### config.mk
export PLATFORM = sky130hd
export DESIGN_NAME = nx_stream_arbiter
export DESIGN_NICKNAME = d
export VERILOG_FILES = /design/src/rtl/nx_stream_arbiter_pkg.sv /design/src/rtl/nx_stream_arbiter_rr.sv /design/src/rtl/nx_stream_arbiter.sv
export SDC_FILE = /design/constraint.sdc
export NUM_CORES = 1
export LEC_CHECK = 0
export ABC_AREA = 0
export BUFFER_PORTS_ARGS = -buffer_cell sky130_fd_sc_hd__buf_2
export CELL_PAD_IN_SITES_DETAIL_PLACEMENT = 0
export CELL_PAD_IN_SITES_GLOBAL_PLACEMENT = 1
export CORE_UTILIZATION = 33
export CTS_CLUSTER_DIAMETER = 50
export DETAILED_ROUTE_END_ITERATION = 8
export PLACE_DENSITY_LB_ADDON = 0.1
export SLEW_MARGIN = 20
export SYNTH_ARGS = -nofsm -noshare
export SYNTH_HDL_FRONTEND = slang
export SYNTH_SLANG_ARGS = --single-unit
### constraint.sdc
create_clock -name i_clk -period 4.6 [get_ports i_clk]
set_input_delay 0.23 -clock i_clk [delete_from_list [all_inputs] [get_ports i_clk]]
set_output_delay 0.23 -clock i_clk [all_outputs]
set_load 0.01 [all_outputs]
### src/rtl/nx_stream_arbiter_pkg.sv
// Shared node-message definitions for the NX stream fabric.
// Every block that carries node messages imports NXConstants.
package NXConstants;

  localparam int ADDR_ROW_WIDTH = 4;
  localparam int ADDR_COL_WIDTH = 4;
  localparam int PAYLOAD_WIDTH  = 22;

  typedef enum logic [1:0] {
    NODE_COMMAND_LOAD    = 2'd0,
    NODE_COMMAND_STORE   = 2'd1,
    NODE_COMMAND_EXECUTE = 2'd2,
    NODE_COMMAND_CONTROL = 2'd3
  } node_command_t;

  // The routing target travels in the top bits so downstream routers can
  // decode it without unpacking the payload.
  typedef struct packed {
    logic [ADDR_ROW_WIDTH-1:0] row;
    logic [ADDR_COL_WIDTH-1:0] column;
    node_command_t             command;
    logic [PAYLOAD_WIDTH-1:0]  payload;
  } node_message_t;

  localparam int MESSAGE_WIDTH = $bits(node_message_t);

endpackage

### src/rtl/nx_stream_arbiter_rr.sv
// Combinational round-robin picker: returns the first requester after 'last'
// in circular order, with explicit wrap so N need not be a power of two.
module nx_arbiter_rr #(
  parameter  int N  = 4,
  localparam int IW = $clog2(N)
) (
  input  logic [N-1:0]  req_i,
  input  logic [IW-1:0] last_i,
  output logic [IW-1:0] grant_o,
  output logic          found_o
);

  localparam logic [IW-1:0] MAX_IDX = IW'(N - 1);
  localparam logic [IW-1:0] ONE     = IW'(1);

  logic [IW-1:0] idx;

  always_comb begin
    grant_o = '0;
    found_o = 1'b0;
    idx     = last_i;
    for (int k = 0; k < N; k++) begin
      idx = (idx == MAX_IDX) ? '0 : idx + ONE;
      if (!found_o && req_i[idx]) begin
        grant_o = idx;
        found_o = 1'b1;
      end
    end
  end

endmodule

### src/rtl/nx_stream_arbiter.sv
// Round-robin merge of STREAMS inbound message streams into one registered
// outbound slot, tagging each message with the index of its source stream.
module nx_stream_arbiter
  import NXConstants::*;
#(
  parameter  int STREAMS = 4,
  localparam int SW      = $clog2(STREAMS)
) (
  input  logic                                   i_clk,
  input  logic                                   i_rst,
  output logic                                   o_idle,
  input  logic [STREAMS-1:0][MESSAGE_WIDTH-1:0]  i_inbound_data,
  input  logic [STREAMS-1:0]                     i_inbound_valid,
  output logic [STREAMS-1:0]                     o_inbound_ready,
  output node_message_t                          o_outbound_data,
  output logic [SW-1:0]                          o_outbound_source,
  output logic                                   o_outbound_valid,
  input  logic                                   i_outbound_ready
);

  localparam logic [SW-1:0] LAST_RESET = SW'(STREAMS - 1);

  node_message_t data_q, data_d;
  logic [SW-1:0] src_q, src_d;
  logic          valid_q, valid_d;
  logic [SW-1:0] last_q, last_d;

  logic          slot_free;
  logic [SW-1:0] grant;
  logic          found;

  assign slot_free = !valid_q || i_outbound_ready;

  nx_arbiter_rr #(
    .N (STREAMS)
  ) u_picker (
    .req_i   (i_inbound_valid),
    .last_i  (last_q),
    .grant_o (grant),
    .found_o (found)
  );

  // Ready is gated by reset so no requester sees a handshake while the slot
  // is being forced empty.
  always_comb begin
    o_inbound_ready = '0;
    if (i_rst && slot_free && found) begin
      o_inbound_ready[grant] = 1'b1;
    end
  end

  always_comb begin
    data_d  = data_q;
    src_d   = src_q;
    valid_d = valid_q;
    last_d  = last_q;
    if (slot_free && found) begin
      data_d  = node_message_t'(i_inbound_data[grant]);
      src_d   = grant;
      valid_d = 1'b1;
      last_d  = grant;
    end else if (i_outbound_ready) begin
      valid_d = 1'b0;
    end
  end

  always_ff @(posedge i_clk or negedge i_rst) begin
    if (!i_rst) begin
      data_q  <= '0;
      src_q   <= '0;
      valid_q <= 1'b0;
      last_q  <= LAST_RESET;
    end else begin
      data_q  <= data_d;
      src_q   <= src_d;
      valid_q <= valid_d;
      last_q  <= last_d;
    end
  end

  assign o_outbound_data   = data_q;
  assign o_outbound_source = src_q;
  assign o_outbound_valid  = valid_q;
  assign o_idle            = !valid_q && !(|i_inbound_valid);

endmodule

== After elaboration in Yosys (flattened, before gate mapping) ==
Index checks and enable logic that the tools add are counted.
Word-level totals
  register bits: 37
  bits of input ports: 135
Cells by class
  $add $sub $neg: 4
  order comparisons: 6
  equal/unequal tests: 4
  multiplexer cells: 27
  reduce and logical (&&, ||, !) cells: 16
Operators by type and width (number)
  32-bit binary-select mux with 2-bit select: 1
  32-bit 2-to-1 mux: 1
  2-bit 2-to-1 mux: 8
  2-bit by 3-bit less-than comparator with 1-bit output (second input constant): 5
  1-bit 2-to-1 mux: 11
  2-bit by 1-bit adder with 2-bit output (second input constant): 4
  1-bit binary-select mux with 2-bit select: 4
  2-bit == test (second input constant): 4
  1-bit logical AND: 8
  1-bit logical NOT: 5
  4-bit 2-to-1 mux: 1
  4-bit OR reduction: 1
  1-bit demux with 2-bit select: 1
  2-bit by 1-bit >= comparator with 1-bit output (second input constant): 1
  2-bit nonzero test: 1
  1-bit logical OR: 1

== Depth between registers and ports, before layout ==
  depth in word-level cells: 19
  depth in mapped cells: 8
  gate-level depth less buffers: 6

== By module ==
From an unflattened synthesis, not the netlist that was laid out.
Unflattened totals
  cells, all modules: 145
  area, all modules: 2449.8 um^2
By module, submodules not included
  nx_stream_arbiter: times used 1, cells each 130, area an instance 2342.2 um^2, sequential area each 928.4 um^2
  nx_arbiter_rr: times used 1, cells each 15, area an instance 107.6 um^2, sequential area each 0.0 um^2

== Worst setup path before layout ==
No wires, ideal clock.
  path type: register to output
  start: register last_q[0]
  end: output port o_inbound_ready[1]
  arrival: 1.666 ns
  data required time: 4.370 ns
  path slack: 2.704 ns
  cell stages (with the launch flop): 9
  buffers on the path: 2
  cells stage by stage: dfstp_2 -> ha_1 -> or2_1 -> o2bb2ai_1 -> o21ai_2 -> buf_6 -> buf_6 -> nand3_1 -> nor2_1
Between the ends
  word-level cells in the longest chain between the ends: 19
RTL lines
  start, declared: line nx_stream_arbiter.sv:26  | logic [SW-1:0] last_q, last_d;
  start signal, assigned: line nx_stream_arbiter.sv:77  | last_q <= last_d;
  2-bit by 1-bit adder with 2-bit output or 2-bit == test (tied branches): line nx_stream_arbiter_rr.sv:23  | idx = (idx == MAX_IDX) ? '0 : idx + ONE;
  2-bit 2-to-1 mux (*): line nx_stream_arbiter_rr.sv:23
  branches (longest 16 deep; another with 2-bit by 3-bit less-than comparator with 1-bit output)
  4-bit 2-to-1 mux (*): line nx_stream_arbiter.sv:47  | if (i_rst && slot_free && found) begin
  end, declared: line nx_stream_arbiter.sv:14  | output logic [STREAMS-1:0] o_inbound_ready,
Every way passes the cells marked *. The select of a mux whose other input is x is not followed.

== Final worst setup path ==
Ends and elaborated chain as after synthesis.

==> impl_metrics.env <==
export IMPL_period_needed_ps=2810
export IMPL_area_growth_synth_to_final_pct=37.5
export IMPL_clkSinkCount=37
export IMPL_hold_path_class="primary input to asynchronous set/reset pin"
export IMPL_regToRegSetupSlack_ps=1820
export IMPL_io_buffer_count=174
export IMPL_gp_congestion=0.718
export IMPL_holdBufCountCts=0
export IMPL_vias=2346
export IMPL_root_buffer="clkbuf_8"
export IMPL_critPathKind="flip-flop to primary output"
export IMPL_layout_setup_ws_ps=1790
export IMPL_drv_slew=0
export IMPL_cts_buffers=5
export IMPL_syn_area_sq_um=2590
export IMPL_cts_tree="yes"
export IMPL_required_ps=4370
export IMPL_grt_pass1_vias=2249
export IMPL_synthDistinctLibCells=27
export IMPL_initialDrtViolationCount=39
export IMPL_clk_path_buf_depth=2
export IMPL_p_leak_nw=1.78
export IMPL_antenna_cells=0
export IMPL_die_w_um=90.6
export IMPL_critPathLaunchType="flip-flop"
export IMPL_yosysWarnings=0
export IMPL_syn_nets=354
export IMPL_status="complete, no violations"
export IMPL_tns_ps=0
export IMPL_dieArea_sq_um=8200
export IMPL_routedWlPerCell_um=14.8
export IMPL_clk_pin_slew_worst_paths_ps=70
export IMPL_ir_worst_vdd_v=0.000330
export IMPL_core_area_sq_um=7410
export IMPL_track_usage_pct=17.1
export IMPL_clkLatencyLatePin_ps=280
export IMPL_fmax_mhz=356
export IMPL_power_per_cell_area_nw_per_um2=648
export IMPL_cap_violations=0
export IMPL_ant_nets=0
export IMPL_fin_skew_ps=4.90
export IMPL_cts_htree_levels=2
export IMPL_antenna_found_initial=0
export IMPL_cts_setup_buffers=0
export IMPL_dieHeight_um=90.6
export IMPL_critical_path_arrival_ps=2580
export IMPL_nNetsFinal=520
export IMPL_num_rows=31
export IMPL_dp_slack_ps=1810
export IMPL_drive_above_1_share_pct=58.2
export IMPL_critPathCaptureType="primary output"
export IMPL_period_share_pct=61.1
export IMPL_firstDrtPassIters=4
export IMPL_seq_area_frac_synth_pct=35.9
export IMPL_via_per_inst=4.85
export IMPL_cp_max_fo=27
export IMPL_worstMarginPinSlew_ps=1070
export IMPL_relSlewSlack_pct=28.7
export IMPL_gr_total_overflow=0
export IMPL_setup_viol=0
export IMPL_hpwl_um=5230
export IMPL_avgSynthCellArea_sq_um=11.9
export IMPL_rsz0062_at_grt="false"
export IMPL_drc=0
export IMPL_io_pins=175
export IMPL_syn_inst=218
export IMPL_routed_wl_um=7150
export IMPL_ctsResizeCount=0
export IMPL_finalHoldViolCount=0
export IMPL_grt_max_degree=41
export IMPL_synth_seq_cells=37
export IMPL_initial_core_util_pct=34.9
export IMPL_grt_pass1_wl_um=11100
-- kinds of logic (layout without fill, tap and decap cells) --
family | after synthesis | count (layout) | share of synthesized area [%]
AND/OR/NAND/NOR | 57 | 57 | 10.5
flip-flops | 37 | 37 | 35.9
adder cells (fa/ha/maj) | 1 | 1 | 0.483
AO/OA/AOI/OAI | 42 | 42 | 21.6
multiplexers | 64 | 64 | 24.7
buffers and inverters | 17 | 184 | 6.77
-- worst paths after layout --
| kind | from | to | cells after the start |
|---|---|---|---|
| worst max-delay path | last_q[0]$_DFFE_PN1P_ | o_inbound_ready[1] | 7 |
| worst min-delay path | i_rst | o_outbound_data[21]$_DFFE_PN0P_ | 1 |
| worst max register to register | last_q[0]$_DFFE_PN1P_ | o_outbound_data[23]$_DFFE_PN0P_ | 7 |
| min in group i_clk | i_inbound_data[69] | o_outbound_data[5]$_DFFE_PN0P_ | 3 |
| max in group asynchronous | i_rst | o_outbound_data[15]$_DFFE_PN0P_ | 1 |
| worst min register to register | last_q[1]$_DFFE_PN1P_ | last_q[1]$_DFFE_PN1P_ | 2 |
-- layout make-up --
cell class              count  area [sq um]
clock buffers               7          86.3
clock inverters             1          30.0
fillers                   698          3850
multi-input cells         164          1490
flip-flops and latches     37           928
well taps                  99           124
repair buffers            176           898
-- cells in the mapped netlist, drive strengths merged --
master	count	area, sq um
a21oi	2	10.0
and2	1	8.76
buf	15	168
clkbuf	2	7.51
dfrtp	35	876
dfstp	2	52.6
ha	1	12.5
mux2i	64	641
nand2	39	179
nand2b	2	12.5
nand3	1	5.00
nor2	10	37.5
nor2b	2	12.5
o2111ai	1	8.76
o211ai	1	7.51
o21a	1	7.51
o21ai	2	13.8
o221ai	32	480
o22a	1	10.0
o22ai	1	12.5
o2bb2ai	1	8.76
or2	1	6.26
or4	1	11.3
-- worst max-delay path: stages (launching register included) --
cell       delay [ps]
dfstp_2           390
ha_1              210
or2_1             240
o2bb2ai_1         180
o21ai_4           830
nand3_1           190
nor2_1            130
buf_2             140
-- routing by layer --
layer / routed length, um / GRT usage [%]
met5: 0 / 0
met3: 451 / 3.62
met2: 3580 / 29.9
met1: 3070 / 21.6
met4: 48 / 3.63
-- state kept, by name, summed over array words and instances (netlist names) --
| name | count |
|---|---|
| last_q | 2 |
| o_outbound_valid | 1 |
| o_outbound_data | 32 |
| o_outbound_source | 2 |
-- layout by cell type, fill, tap and decap left out, types with 2 or more instances in the layout --
cell type and n:
buf_2 174, mux2i_1 64, nand2_1 37, dfrtp_1 35, o221ai_2 32, nor2_1 10, clkbuf_8 6, a21oi_1 2
nor2b_1 2, nand2b_1 2, nand2_8 2, dfstp_2 2
-- power breakdown --
| group | total, mW | switching (mW) | leakage [nW] | internal (mW) |
|---|---|---|---|---|
| clock network | 0.289 | 0.112 | 0.0585 | 0.177 |
| logic | 1.45 | 0.790 | 1.27 | 0.660 |
| registers | 0.569 | 0.0803 | 0.446 | 0.488 |
| total | 2.31 | 0.983 | 1.78 | 1.32 |
-- per-stage QoR --
stage	power, mW	cell area [sq um]	hold WS (ps)	std cells	util (%)
2_1_floorplan	1.75	2590	-65.6	218	-
3_3_place_gp	2.04	3440	421	476	46.5
3_5_place_dp	2.05	3440	422	476	46.5
4_1_cts	2.35	3560	114	484	48.0
5_1_grt	2.48	3560	158	484	48.0
6_report	2.31	3560	64.7	484	48.0
No activity file was read; power rests on OpenSTA's default activity.
